===== config.mk =====
export PLATFORM = sky130hd
export DESIGN_NAME = yp_fifo_rd_packer
export DESIGN_NICKNAME = d
export VERILOG_FILES = /design/src/rtl/yp_fifo_pkg.sv /design/src/rtl/yp_fifo_out_slot.sv /design/src/rtl/yp_fifo_rd_packer.sv
export SDC_FILE = /design/constraint.sdc
export NUM_CORES = 1
export LEC_CHECK = 0
export BUFFER_PORTS_ARGS = -buffer_cell sky130_fd_sc_hd__buf_2
export CELL_PAD_IN_SITES_DETAIL_PLACEMENT = 1
export CELL_PAD_IN_SITES_GLOBAL_PLACEMENT = 2
export CORE_MARGIN = 5
export CORE_UTILIZATION = 40
export DETAILED_ROUTE_END_ITERATION = 6
export GPL_TIMING_DRIVEN = 0
export PLACE_DENSITY = 0.9
export SETUP_SLACK_MARGIN = 0.1
export SYNTH_ARGS = -nofsm -noshare
export SYNTH_HDL_FRONTEND = slang
export SYNTH_HIERARCHICAL = 1
export SYNTH_SLANG_ARGS = --single-unit

===== constraint.sdc =====
create_clock -name i_clk -period 3.95 [get_ports i_clk]
set_input_delay 0.5925 -clock i_clk [delete_from_list [all_inputs] [get_ports i_clk]]
set_output_delay 0.5925 -clock i_clk [all_outputs]
set_load 0.005 [all_outputs]

===== src/rtl/yp_fifo_pkg.sv =====
// Shared constants and helpers for the FIFO stream stages.
package yp_fifo_pkg;

  localparam int unsigned DEF_DATA_WIDTH = 8;
  localparam int unsigned DEF_PACK_RATIO = 4;

  // Low lane_cnt bits set; callers cast the result down to their lane count.
  function automatic logic [63:0] keep_mask(input int unsigned lane_cnt);
    logic [63:0] m;
    if (lane_cnt >= 64) begin
      m = '1;
    end else begin
      m = (64'(1) << lane_cnt) - 64'(1);
    end
    return m;
  endfunction

endpackage


===== src/rtl/yp_fifo_out_slot.sv =====
// Valid/ready output holding register: loads a new entry, holds it while stalled, clears on transfer.
module yp_fifo_out_slot #(
  parameter int unsigned DATA_W = 32,
  parameter int unsigned KEEP_W = 4
) (
  input  logic              i_clk,
  input  logic              i_rstn,
  input  logic              i_load,
  input  logic [DATA_W-1:0] i_data,
  input  logic [KEEP_W-1:0] i_keep,
  input  logic              i_last,
  input  logic              i_ready,
  output logic              o_free,
  output logic              o_valid,
  output logic [DATA_W-1:0] o_data,
  output logic [KEEP_W-1:0] o_keep,
  output logic              o_last
);

  logic              valid_q, valid_d;
  logic [DATA_W-1:0] data_q, data_d;
  logic [KEEP_W-1:0] keep_q, keep_d;
  logic              last_q, last_d;

  always_comb begin
    o_free  = !valid_q || i_ready;
    valid_d = i_load || (valid_q && !i_ready);
    data_d  = data_q;
    keep_d  = keep_q;
    last_d  = last_q;
    if (i_load) begin
      data_d = i_data;
      keep_d = i_keep;
      last_d = i_last;
    end
  end

  always_ff @(posedge i_clk or negedge i_rstn) begin
    if (!i_rstn) begin
      valid_q <= 1'b0;
      data_q  <= '0;
      keep_q  <= '0;
      last_q  <= 1'b0;
    end else begin
      valid_q <= valid_d;
      data_q  <= data_d;
      keep_q  <= keep_d;
      last_q  <= last_d;
    end
  end

  assign o_valid = valid_q;
  assign o_data  = data_q;
  assign o_keep  = keep_q;
  assign o_last  = last_q;

endmodule


===== src/rtl/yp_fifo_rd_packer.sv =====
// Pops FIFO words (1-cycle read latency) and packs PACK_RATIO of them into one valid/ready beat;
// a flush closes a partial beat with a lane-keep mask and o_last.
module yp_fifo_rd_packer
  import yp_fifo_pkg::*;
#(
  parameter int unsigned DATA_WIDTH = DEF_DATA_WIDTH,
  parameter int unsigned PACK_RATIO = DEF_PACK_RATIO
) (
  input  logic                             i_clk,
  input  logic                             i_rstn,
  input  logic                             i_fifo_empty,
  input  logic [DATA_WIDTH-1:0]            i_fifo_data,
  output logic                             o_fifo_rd_en,
  input  logic                             i_flush,
  output logic                             o_flush_busy,
  output logic                             o_valid,
  input  logic                             i_ready,
  output logic [DATA_WIDTH*PACK_RATIO-1:0] o_data,
  output logic [PACK_RATIO-1:0]            o_keep,
  output logic                             o_last
);

  localparam int unsigned CW = $clog2(PACK_RATIO + 1);
  localparam int unsigned BW = DATA_WIDTH * PACK_RATIO;
  localparam logic [CW-1:0] LAST_LANE = CW'(PACK_RATIO - 1);
  localparam logic [CW-1:0] FULL_CNT  = CW'(PACK_RATIO);

  logic [CW-1:0]         lane_cnt_q, lane_cnt_d;
  logic [BW-1:0]         pack_q, pack_d, pack_wr;
  logic                  pending_q, pending_d;
  logic                  flush_pend_q, flush_pend_d;
  logic                  flush_clear;
  logic                  can_take, rd_en, out_free;
  logic                  slot_load, slot_last;
  logic [PACK_RATIO-1:0] slot_keep;

  always_comb begin
    pack_wr = pack_q;
    for (int unsigned i = 0; i < PACK_RATIO; i++) begin
      if (pending_q && lane_cnt_q == CW'(i)) begin
        pack_wr[i*DATA_WIDTH +: DATA_WIDTH] = i_fifo_data;
      end
    end

    // Only pop when the word arriving next cycle is guaranteed a lane.
    if (pending_q) begin
      can_take = (lane_cnt_q == LAST_LANE) ? out_free : 1'b1;
    end else begin
      can_take = (lane_cnt_q == FULL_CNT) ? out_free : 1'b1;
    end
    rd_en     = i_rstn && !i_fifo_empty && !flush_pend_q && can_take;
    pending_d = rd_en;

    lane_cnt_d  = lane_cnt_q;
    pack_d      = pack_q;
    slot_load   = 1'b0;
    slot_keep   = '1;
    slot_last   = flush_pend_q;
    flush_clear = 1'b0;

    if (pending_q) begin
      if (lane_cnt_q == LAST_LANE) begin
        if (out_free) begin
          slot_load  = 1'b1;
          pack_d     = '0;
          lane_cnt_d = '0;
        end else begin
          pack_d     = pack_wr;
          lane_cnt_d = FULL_CNT;
        end
      end else begin
        pack_d     = pack_wr;
        lane_cnt_d = lane_cnt_q + CW'(1);
      end
    end else if (lane_cnt_q == FULL_CNT) begin
      if (out_free) begin
        slot_load  = 1'b1;
        pack_d     = '0;
        lane_cnt_d = '0;
      end
    end else if (flush_pend_q) begin
      if (lane_cnt_q == '0) begin
        flush_clear = 1'b1;
      end else if (out_free) begin
        slot_load  = 1'b1;
        slot_keep  = PACK_RATIO'(keep_mask(32'(lane_cnt_q)));
        pack_d     = '0;
        lane_cnt_d = '0;
      end
    end

    if (slot_load && flush_pend_q) begin
      flush_clear = 1'b1;
    end
    flush_pend_d = flush_clear ? 1'b0 : (flush_pend_q || i_flush);
  end

  always_ff @(posedge i_clk or negedge i_rstn) begin
    if (!i_rstn) begin
      lane_cnt_q   <= '0;
      pack_q       <= '0;
      pending_q    <= 1'b0;
      flush_pend_q <= 1'b0;
    end else begin
      lane_cnt_q   <= lane_cnt_d;
      pack_q       <= pack_d;
      pending_q    <= pending_d;
      flush_pend_q <= flush_pend_d;
    end
  end

  yp_fifo_out_slot #(
    .DATA_W (BW),
    .KEEP_W (PACK_RATIO)
  ) u_out_slot (
    .i_clk   (i_clk),
    .i_rstn  (i_rstn),
    .i_load  (slot_load),
    .i_data  (pack_wr),
    .i_keep  (slot_keep),
    .i_last  (slot_last),
    .i_ready (i_ready),
    .o_free  (out_free),
    .o_valid (o_valid),
    .o_data  (o_data),
    .o_keep  (o_keep),
    .o_last  (o_last)
  );

  assign o_fifo_rd_en = rd_en;
  assign o_flush_busy = flush_pend_q;

endmodule


=== After elaboration in Yosys (flattened, before gate mapping) ===
Cells that the tools add are included.

* Eq/ne operators: 5
* Reductions and logical operators: 19
* Add/sub/neg operators: 2
* Shift-type cells: 1
* Muxes and demuxes: 38

{| class="wikitable"
|+ Operator list
! kind !! number
|-
| $mux 32 || 7
|-
| $mux 8 || 4
|-
| $mux 3 || 7
|-
| $mux 4 || 5
|-
| $mux 1 || 15
|-
| $logic_and 1x1->1 || 9
|-
| $eq 3x2->1 const B || 2
|-
| $logic_not 1->1 || 4
|-
| $shl 1x3->4 const A || 1
|-
| $sub 4x2->4 const B || 1
|-
| $add 3x1->3 const B || 1
|-
| $eq 3x1->1 const B || 1
|-
| $eq 3x3->1 const B || 1
|-
| $logic_not 3->1 || 1
|-
| $logic_or 1x1->1 || 3
|-
| $ne 3x2->1 const B || 1
|-
| $reduce_bool 3->1 || 1
|-
| $reduce_and 2->1 || 1
|}

* Logic and storage cells: 73
* Register bits: 75
* Output and inout bits: 40

=== Longest topological paths before layout ===
Gate-level depths: netlist (run 1).

* Depth in word-level cells: 10
* Depth in mapped cells: 8
* Gate-level depth less buffers: 6

=== Hierarchy ===
The synthesis (run 1) kept the hierarchy.

{| class="wikitable"
|+ Modules (own cells, without submodules)
! module !! instances !! sequential area each (um^2) !! cells an instance !! area an instance (um^2)
|-
| yp_fifo_rd_packer || 1 || 925.9 || 212 || 1910.6
|-
| yp_fifo_out_slot || 1 || 950.9 || 81 || 1490.2
|}

=== Worst setup path after synthesis (run 1) ===
No wires, ideal clock.

* Path kind: register to register
* From: register lane_cnt_q[0]
* To: register u_out_slot.data_q[10], in the netlist u_out_slot/o_data[10]
* Path slack: 1.884 ns
* Stages on the path, launching flop included: 9
* Data arrival time: 1.941 ns
* Buffers on the path: 3
* Setup time: 0.125 ns
* Period minus slack after synthesis: 2.066 ns
* Cell sequence: dfrtp_1 -> inv_1 -> ha_1 -> mux2i_1 -> o22ai_2 -> buf_6 -> buf_6 -> buf_6 -> mux2_4

* Cells in the longest elaborated chain, start to end: 5

{| class="wikitable"
|+ RTL lines
! element !! line !! text
|-
| from (decl) || yp_fifo_rd_packer.sv:28 || <nowiki>logic [CW-1:0] lane_cnt_q, lane_cnt_d;</nowiki>
|-
| from (signal assigned) || yp_fifo_rd_packer.sv:105 || <nowiki>lane_cnt_q <= lane_cnt_d;</nowiki>
|-
| $logic_not 3->1 || yp_fifo_rd_packer.sv:82 || <nowiki>if (lane_cnt_q == '0) begin</nowiki>
|-
| $mux 1 || yp_fifo_rd_packer.sv:82 ||
|-
| $mux 1 || yp_fifo_rd_packer.sv:81 || <nowiki>end else if (flush_pend_q) begin</nowiki>
|-
| $mux 1 || yp_fifo_rd_packer.sv:75 || <nowiki>end else if (lane_cnt_q == FULL_CNT) begin</nowiki>
|-
| $mux 1 * || yp_fifo_rd_packer.sv:61 || <nowiki>if (pending_q) begin</nowiki>
|-
| named net slot_load || yp_fifo_rd_packer.sv:34 || <nowiki>logic slot_load, slot_last;</nowiki>
|-
| to (signal assigned) || yp_fifo_out_slot.sv:46 || <nowiki>data_q <= data_d;</nowiki>
|-
| to (decl) || yp_fifo_out_slot.sv:21 || <nowiki>logic [DATA_W-1:0] data_q, data_d;</nowiki>
|}

Mark *: on every way through the listed nets, which the timed path passes. The rest lies on a longest branch.
A chain may end at the register's enable or synchronous reset.

=== Final worst setup path (run 1) ===
* From: register u_out_slot.valid_q, in the netlist u_out_slot/o_valid
* To: output port o_fifo_rd_en

* Cells in the longest elaborated chain, start to end: 5

{| class="wikitable"
|+ RTL lines
! element !! line !! text
|-
| from (decl) || yp_fifo_out_slot.sv:20 || <nowiki>logic valid_q, valid_d;</nowiki>
|-
| from (signal assigned) || yp_fifo_out_slot.sv:45 || <nowiki>valid_q <= valid_d;</nowiki>
|-
| $logic_not 1->1 * || yp_fifo_out_slot.sv:26 || <nowiki>o_free = !valid_q || i_ready;</nowiki>
|-
| $logic_or 1x1->1 * || yp_fifo_out_slot.sv:26 ||
|-
| named net out_free || yp_fifo_rd_packer.sv:33 || <nowiki>logic can_take, rd_en, out_free;</nowiki>
|-
| $mux 1, on equally long branches || yp_fifo_rd_packer.sv:49, yp_fifo_rd_packer.sv:47 ||
|-
| $mux 1 * || yp_fifo_rd_packer.sv:46 || <nowiki>if (pending_q) begin</nowiki>
|-
| $logic_and 1x1->1 * || yp_fifo_rd_packer.sv:51 || <nowiki>rd_en = i_rstn && !i_fifo_empty && !flush_pend_q && can_take;</nowiki>
|-
| to (decl) || yp_fifo_rd_packer.sv:13 || <nowiki>output logic o_fifo_rd_en,</nowiki>
|}

Marked as above.

==> results of run 1 <==
-- layout make-up --
| type | count | area share [%] |
|---|---|---|
| Buffer | 16 | 2.53 |
| Clock buffer | 11 | 3.74 |
| Clock inverter | 5 | 1.85 |
| Inverter | 21 | 1.95 |
| Multi-Input combinational cell | 181 | 33.2 |
| Sequential cell | 75 | 46.4 |
| Tap cell | 105 | 3.24 |
| Timing Repair Buffer | 53 | 7.17 |
-- registers in the layout (all words and copies together), names as in the netlist --
register and cells:
pack_q 32, u_out_slot/o_data 32, u_out_slot/o_keep 4, lane_cnt_q 3, o_flush_busy 1, pending_q 1
u_out_slot/o_last 1, u_out_slot/o_valid 1
-- metrics by stage --
stage | hold WS (ps) | instance area, um2 | utilization, %
finish | 172 | 4050 | 49.0
global route | 187 | 4050 | 49.0
CTS | 176 | 4050 | 49.0
detailed placement | 491 | 3820 | 46.3
global placement | 488 | 3790 | 45.9
floorplan | 297 | 3400 | -
-- kinds of logic after synthesis --
logic type      after synthesis
other cells                   1
flops                        75
buf+inv                      37
compound gates               74
xor+xnor                      1
mux                          38
fa+ha+maj                     4
simple gates                 63
-- layout by cell type (no fill, tap or decap), types with 2 or more instances in the layout --
master,n
dfrtp_1,75
buf_2,55
nand2_1,45
o21ai_0,32
inv_1,21
mux2_4,19
mux2_2,18
o22ai_1,17
o32ai_1,16
clkbuf_8,11
clkbuf_1,6
nand2b_1,6
buf_6,5
nand3b_1,4
ha_1,4
clkinv_2,3
nor3b_1,2
a21oi_1,2
bufinv_16,2
-- where the power goes --
| group | switching, mW | internal [mW] | leakage (nW) |
|---|---|---|---|
| sequential | 0.112 | 0.998 | 0.998 |
| clock | 0.292 | 0.387 | 0.119 |
| combinational | 0.457 | 0.450 | 0.893 |
-- critical path: stages (launching register included) --
cell	delay, ps
dfrtp_1	410
nand2b_1	160
clkbuf_1	420
a21oi_1	110
nor4b_1	320
buf_2	180
-- worst max path at each step --
stage,endpoint,slack [ps],start
global route,o_fifo_rd_en,1160,u_out_slot/o_valid
finish,o_fifo_rd_en,1390,u_out_slot/o_valid
detailed placement,o_fifo_rd_en,1450,i_ready
CTS,o_fifo_rd_en,1370,u_out_slot/o_valid
floorplan,u_out_slot/o_data[10],1880,lane_cnt_q[0]
global placement,o_fifo_rd_en,880,i_rstn
-- metal layers --
metal / wire (um) / vias to the layer above
met5: 0 / -
met4: 127 / 0
met3: 486 / 13
met2: 4370 / 62
met1: 4020 / 1268
li1: - / 1168
==> results.ini, run 1 <==
[global_routing]
first_global_vias = 2782
grt_pass1_wl_um = 14500
gr-usage-met1_pct = 24.7
grt_use_met3_pct = 4.30
top_usage_layer = met2
overflow = 0
track_usage_pct = 18.3
grt_max_degree = 47
grt_util_met2_pct = 29.5
antenna_found_initial = 0

[synthesis]
syn_nets = 310
yosysWarnings = 6
synth-xor-area-share_pct = 0.258
synthMuxAreaShare_pct = 14.6
synth.largest_area_cell = dfrtp_1
synth.top_cell.area_share_pct = 55.2
yosysUniqueCellTypes = 33
synth-compound-area-share_pct = 14.2
synth-simple-area-share_pct = 8.79
synth.ff_latch_count = 75
synth_commonest_cells = 75 x dfrtp_1, 45 x nand2_1, 32 x o21ai_0, 21 x inv_1, 19 x mux2_4
syn_inst = 293
synth.most_common_cell = dfrtp_1
ys.flop_type = dfrtp_1
ys_async_sr_fraction_pct = 100
synth.cell_area_um2 = 3400
synth_top_family_by_area = multiplexers
syn_avg_cell_area_um2 = 11.6
synth_edf_count = 0
ys_top_cells_by_area = dfrtp_1 55%, mux2_4 8.4%, mux2_2 6.0%, nand2_1 5.0%, o21ai_0 4.7%
ys_seq_area_share_pct = 55.2
synth_fa_ha_area_share_pct = 1.47

[floorplanning]
core_area_um2 = 8260
start_util_pct = 41.2
num_rows = 33
ios = 53
die_w_um = 102
die-area_um2 = 10400
die_h_um = 102

[min_path]
hold_class = in -> async

[job]
maxCapViolCount = 0

[setup_path]
cp_data_required_time_ps = 3360
arrival_ps = 1970
critical_path_class = reg -> out
end_kind = output port
rr_startpoint = lane_cnt_q[0]
r2r_end = u_out_slot/o_data[16]
startpoint_type = flop
path_max_fanout = 10
reg2reg_depth = 8
rrSetupSlack_ps = 1530

[cells_and_area]
final_cells = 467
fillers = 920
n_antenna_cell = 0
layout-drive-gt1-share_pct = 33.4
area_delta_synth_final_pct = 19.1
multi_input_area_um2 = 1340
area.sequential_um2 = 1880
nNetsFinal = 374

[power]
totalPowerFinal_mw = 2.70
vdd_ir_drop_max_v = 0.000292
powerDensity_nw_per_um2 = 666
power_leakage_nw = 2.01

[route]
first_pass_iters = 4
route.vias.total = 2511
first_iter_violations = 54
drt_wl_total_um = 9000
wl_per_cell_um = 19.3
viasPerCell = 5.38
drc = 0
drt.antenna.violating_nets = 0

[placement]
dpl.hpwl_um = 6360
routabilityCongestion = 0.791
portBuffers = 52
pre_cts_ws_ps = 1450
dp.cells = 451

[cts]
clock_path_buffers = 2
clock_latency_ps = 360
cts_hold_buffers = 0
cts_tree = built
clk_pin_slew_ps = 80
htree_levels = 3
post_cts_resize_count = 0
cts_buffers = 9
cts_setup_buffers = 0
cts_root_buf = clkbuf_8
cts_sinks = 75

[timing]
tightest_slew_ps = 695
drv_slew = 0
clock_skew_ps = 13.1
fmax_mhz = 390
setup-violations-final = 0
setup_tns_ps = 0
max-slew-margin-rel_pct = 53.3
finalHoldViolCount = 0
rsz0062_at_grt = no
layout_min_cycle_time_ps = 2560
post-route-period-util_pct = 64.9
worst_slack_ps = 1390

[status]
status = finished clean

Note: power is estimated with default switching activity, not from simulation.
==> run 2, diff against run 1 <==
- CORE_UTILIZATION: 40 -> 37
- PLACE_DENSITY: 0.9 -> 0.85
- clock period: 3.95 -> 2.55 ns (I/O delays scaled with it)
==> results.ini, run 2 (same netlist as run 1, synthesis figures left out) <==
[cells_and_area]
final_common_cell = dfrtp_1  ; unchanged
final_cells = 477  ; was 467
layout-drive-gt1-share_pct = 34.7  ; was 33.4%
n_antenna_cell = 0  ; unchanged
layout_common_cells = 75 x dfrtp_1, 55 x buf_2, 45 x nand2_1, 32 x o21ai_0, 21 x inv_1  ; unchanged
fillers = 1015  ; was 920
area_delta_synth_final_pct = 21.2  ; was 19.1%
nNetsFinal = 378  ; was 374

[global_routing]
antenna_found_initial = 0  ; unchanged
overflow = 0  ; unchanged
grt_max_degree = 54  ; was 47
first_global_vias = 2647  ; was 2,782
grt_pass1_wl_um = 14200  ; was 14,500 um
track_usage_pct = 16.6  ; was 18.3%

[route]
first_pass_iters = 4  ; unchanged
drt.antenna.violating_nets = 0  ; unchanged
first_iter_violations = 118  ; was 54
route.vias.total = 2517  ; was 2,511
viasPerCell = 5.28  ; was 5.38
drt_wl_total_um = 8960  ; was 9000 um
wl_per_cell_um = 18.8  ; was 19.3 um
drc = 0  ; unchanged

[timing]
max-slew-margin-rel_pct = 30.6  ; was 53.3%
layout_min_cycle_time_ps = 2270
rsz0062_at_grt = no  ; unchanged
setup_tns_ps = 0  ; unchanged
finalHoldViolCount = 0  ; unchanged
clock_skew_ps = 8.41  ; was 13.1 ps
fmax_mhz = 441
setup-violations-final = 0  ; unchanged
post-route-period-util_pct = 88.9
drv_slew = 0  ; unchanged
hold_slack_ps = 7.95  ; was 172 ps
tightest_slew_ps = 1040  ; was 695 ps

[placement]
dpl.hpwl_um = 6230  ; was 6360 um
dp.cells = 457  ; was 451
routabilityCongestion = 0.819  ; was 0.791
portBuffers = 52  ; unchanged

[status]
status = finished clean  ; unchanged

[job]
maxCapViolCount = 0  ; unchanged

[power]
powerDensity_nw_per_um2 = 1040  ; was 666 nW/um2
vdd_ir_drop_max_v = 0.000356  ; was 0.000292 V
power_leakage_nw = 2.03  ; was 2.01 nW

[cts]
htree_levels = 3  ; unchanged
cts_buffers = 9  ; unchanged
cts_root_buf = clkbuf_8  ; unchanged
cts_tree = built  ; unchanged
clock_path_buffers = 2  ; unchanged
cts_sinks = 75  ; unchanged
clock_latency_ps = 360  ; about the same
clk_pin_slew_ps = 80  ; about the same

[floorplanning]
die_h_um = 106  ; was 102 um
ios = 53  ; unchanged
die-area_um2 = 11200  ; was 10,400 um2
core_area_um2 = 9110  ; was 8260 um2
start_util_pct = 37.3  ; was 41.2%
num_rows = 35  ; was 33
die_w_um = 106  ; was 102 um

[setup_path]
end_kind = flop  ; was output port
cp_data_required_time_ps = 2790  ; was 3360 ps
path_max_fanout = 11  ; was 10
critical_path_class = reg -> reg  ; was reg -> out
arrival_ps = 2510  ; was 1970 ps
startpoint_type = flop  ; unchanged

[min_path]
hold_class = in -> async  ; unchanged

## run 2: worst paths after layout
path	from	end	slack, ps	depth (start not counted)
min reg2reg	u_out_slot/o_keep[0]	u_out_slot/o_keep[0]	510	1
max reg2reg	lane_cnt_q[0]	u_out_slot/o_data[22]	280	8
max in group asynchronous	i_rstn	u_out_slot/o_data[1]	1140	2
min	i_rstn	u_out_slot/o_data[17]	8	2
min in group i_clk	i_fifo_empty	pending_q	180	2
max	lane_cnt_q[0]	u_out_slot/o_data[22]	280	8
## run 2: stage by stage
stage,area [um2],setup slack (ps),power [mW],utilization (%)
floorplan,3400,484,2.66,-
global placement,3800,-125,3.09,41.7
detailed placement,3830,97.0,3.16,42.0
CTS,4090,117,4.30,44.9
global route,4120,155,4.55,45.2
finish,4120,283,4.28,45.2
## run 2: cell type report
type                       count  area (um2)  share of cell area [%]
buffer                        16         104                    2.52
clock buffer                   9         124                    3.01
clock inverter                 7         116                    2.82
inverter                      21        78.8                    1.91
multi-input combinational    181        1360                    33.0
sequential                    75        1880                    45.5
tap                          111         139                    3.37
timing repair buffer          57         323                    7.83
## run 2: per-layer routing
layer / GRT usage [%] / up-vias / share of wire [%]
met5: 0 / - / 0
met2: 26.6 / 53 / 48
li1: - / 1178 / -
met3: 2.94 / 12 / 3.5
met1: 22.2 / 1274 / 48
met4: 6.57 / 0 / 1.4
## run 2: timing repair
action / 4_1_cts / 5_1_grt
hold buffers: 1 / 0
buffers inserted: 0 / 3
resized for setup: 1 / 4
setup endpoints to repair: 19 / 29
pin swaps: 0 / 1
endpoints found under the hold margin: 23 / 0
## run 2: where the power goes
group | internal [mW] | switching, mW | leakage [nW] | total [mW]
sequential | 1.55 | 0.173 | 0.998 | 1.72
combinational | 0.724 | 0.713 | 0.914 | 1.44
clock | 0.648 | 0.477 | 0.119 | 1.13
## run 2: critical path: stages, from the launching register on
cell and delay, ps:
dfrtp_1 420, inv_1 120, ha_1 320, mux2i_2 360
o22ai_4 140, buf_6 170, buf_6 150, buf_6 160
mux2_4 300
==> run 3, diff against run 2 <==
- RECOVER_POWER: not set -> 50
==> results.ini, run 3 (same netlist as run 1, synthesis figures left out) <==
[setup_path]
r2r_end = u_out_slot/o_data[8]  ; was u_out_slot/o_data[22]
cp_data_required_time_ps = 2800  ; was 2790 ps
cpPeakStageDelay_ps = 430  ; was 420 ps
rrSetupSlack_ps = 280  ; about the same
arrival_ps = 2520  ; was 2510 ps
critical_path_class = reg -> reg  ; unchanged
worstPathCellList = inv_1 > ha_1 > mux2i_2 > o22ai_4 > buf_6 > buf_6 > buf_6 > mux2_4  ; unchanged
end_kind = flop  ; unchanged
path_max_fanout = 11  ; unchanged
reg2reg_depth = 8  ; unchanged
cp_top_family = multiplexers  ; unchanged
slowest_stage = dfrtp_1  ; unchanged
crit_path_frequent_cell = buf_6  ; unchanged
startpoint_type = flop  ; unchanged
rr_startpoint = lane_cnt_q[0]  ; unchanged
cp.buffers_inverters = 4  ; unchanged

[cts]
clk_pin_slew_ps = 90  ; was 80 ps
cts_root_buf = clkbuf_8  ; unchanged
cts_buffers = 9  ; unchanged
clock_latency_ps = 360  ; about the same
htree_levels = 3  ; unchanged
clock_path_buffers = 2  ; unchanged
cts_tree = built  ; unchanged
cts_sinks = 75  ; unchanged

[timing]
hold_slack_ps = 115  ; was 7.95 ps
tightest_slew_ps = 1040  ; about the same
fmax_mhz = 440  ; was 441 MHz
clock_skew_ps = 9.63  ; was 8.41 ps
layout_min_cycle_time_ps = 2270  ; about the same
setup-violations-final = 0  ; unchanged
worst_slack_ps = 280  ; was 283 ps
post-route-period-util_pct = 89.0  ; was 88.9%
finalHoldViolCount = 0  ; unchanged
drv_slew = 0  ; unchanged
max-slew-margin-rel_pct = 30.7  ; was 30.6%
rsz0062_at_grt = no  ; unchanged

[floorplanning]
die-area_um2 = 11200  ; unchanged
ios = 53  ; unchanged
core_area_um2 = 9110  ; unchanged
die_w_um = 106  ; unchanged
start_util_pct = 37.3  ; unchanged
num_rows = 35  ; unchanged
die_h_um = 106  ; unchanged

[power]
power_leakage_nw = 1.97  ; was 2.03 nW
powerDensity_nw_per_um2 = 1040  ; about the same
vdd_ir_drop_max_v = 0.000357  ; was 0.000356 V

[global_routing]
grt_max_degree = 54  ; unchanged
first_global_vias = 2647  ; unchanged
overflow = 0  ; unchanged
grt_pass1_wl_um = 14200  ; unchanged
antenna_found_initial = 0  ; unchanged
track_usage_pct = 16.6  ; unchanged

[cells_and_area]
final_common_cell = dfrtp_1  ; unchanged
fillers = 1023  ; was 1,015
n_antenna_cell = 0  ; unchanged
layout_common_cells = 75 x dfrtp_1, 45 x nand2_1, 39 x buf_2, 32 x o21ai_0, 22 x clkbuf_1  ; was 75 x dfrtp_1, 55 x buf_2, 45 x nand2_1, 32 x o21ai_0, 21 x inv_1
nNetsFinal = 378  ; unchanged
final_cells = 477  ; unchanged
layout-drive-gt1-share_pct = 30.1  ; was 34.7%
area_delta_synth_final_pct = 20.5  ; was 21.2%
fin_util_pct = 45.0  ; was 45.2%

[route]
wl_per_cell_um = 18.8  ; about the same
first_iter_violations = 121  ; was 118
viasPerCell = 5.32  ; was 5.28
drc = 0  ; unchanged
drt.antenna.violating_nets = 0  ; unchanged
route.vias.total = 2540  ; was 2,517
drt_wl_total_um = 8950  ; was 8960 um
first_pass_iters = 4  ; unchanged

[placement]
pre_cts_ws_ps = 97.0  ; unchanged
portBuffers = 52  ; unchanged
dp.cells = 457  ; unchanged
routabilityCongestion = 0.819  ; unchanged
dpl.hpwl_um = 6230  ; unchanged

[job]
maxCapViolCount = 0  ; unchanged

[min_path]
hold_class = in -> async  ; unchanged

[status]
status = finished clean  ; unchanged

## run 3: timing repair
item,4_1_cts,5_1_grt
pin swaps,0,1
resized for setup,1,4
buffers inserted,0,3
hold buffers,1,0
setup endpoints to repair,19,29
hold endpoints to repair,23,0
## run 3: worst max-delay path by stage
stage,from,endpoint,slack [ps],cells after the start
6_report,lane_cnt_q[0],u_out_slot/o_data[8],280,8
5_1_grt,lane_cnt_q[0],o_fifo_rd_en,160,5
4_1_cts,lane_cnt_q[0],u_out_slot/o_data[14],120,8
3_5_place_dp,lane_cnt_q[0],u_out_slot/o_data[14],100,8
3_3_place_gp,i_rstn,o_fifo_rd_en,-120,3
2_1_floorplan,lane_cnt_q[0],u_out_slot/o_data[10],480,8
## run 3: area by class of cell
| type | instances | area (um2) | area share [%] |
|---|---|---|---|
| inverters | 21 | 78.8 | 1.92 |
| repair buffers | 57 | 299 | 7.30 |
| well taps | 111 | 139 | 3.39 |
| flip-flops and latches | 75 | 1880 | 45.8 |
| clock inverters | 7 | 116 | 2.84 |
| plain buffers | 16 | 104 | 2.53 |
| clock buffers | 9 | 124 | 3.02 |
| multi-input cells | 181 | 1360 | 33.2 |
## run 3: power breakdown
group          switching (mW)  internal, mW  leakage (nW)
sequential              0.176          1.55         0.998
combinational           0.714         0.704         0.850
clock                   0.482         0.648         0.119
## run 3: worst register-to-register path: stages, from the launching register on
cell,delay (ps)
dfrtp_1,430
inv_1,120
ha_1,320
mux2i_2,360
o22ai_4,140
buf_6,170
buf_6,150
buf_6,170
mux2_4,310
## run 3: per-stage QoR
| stage | setup TNS (ps) | power [mW] | area [um2] |
|---|---|---|---|
| after CTS | 0 | 4.30 | 4090 |
| after detailed placement | 0 | 3.16 | 3830 |
| final | 0 | 4.27 | 4100 |
| after global routing | 0 | 4.53 | 4100 |
| after floorplan | 0 | 2.66 | 3400 |
| after global placement | -125 | 3.09 | 3800 |
## run 3: layer usage
layer,track usage [%],share of wire [%]
met4,6.57,1.3
met1,22.2,46
met3,2.94,4.2
met5,0,0
met2,26.6,48
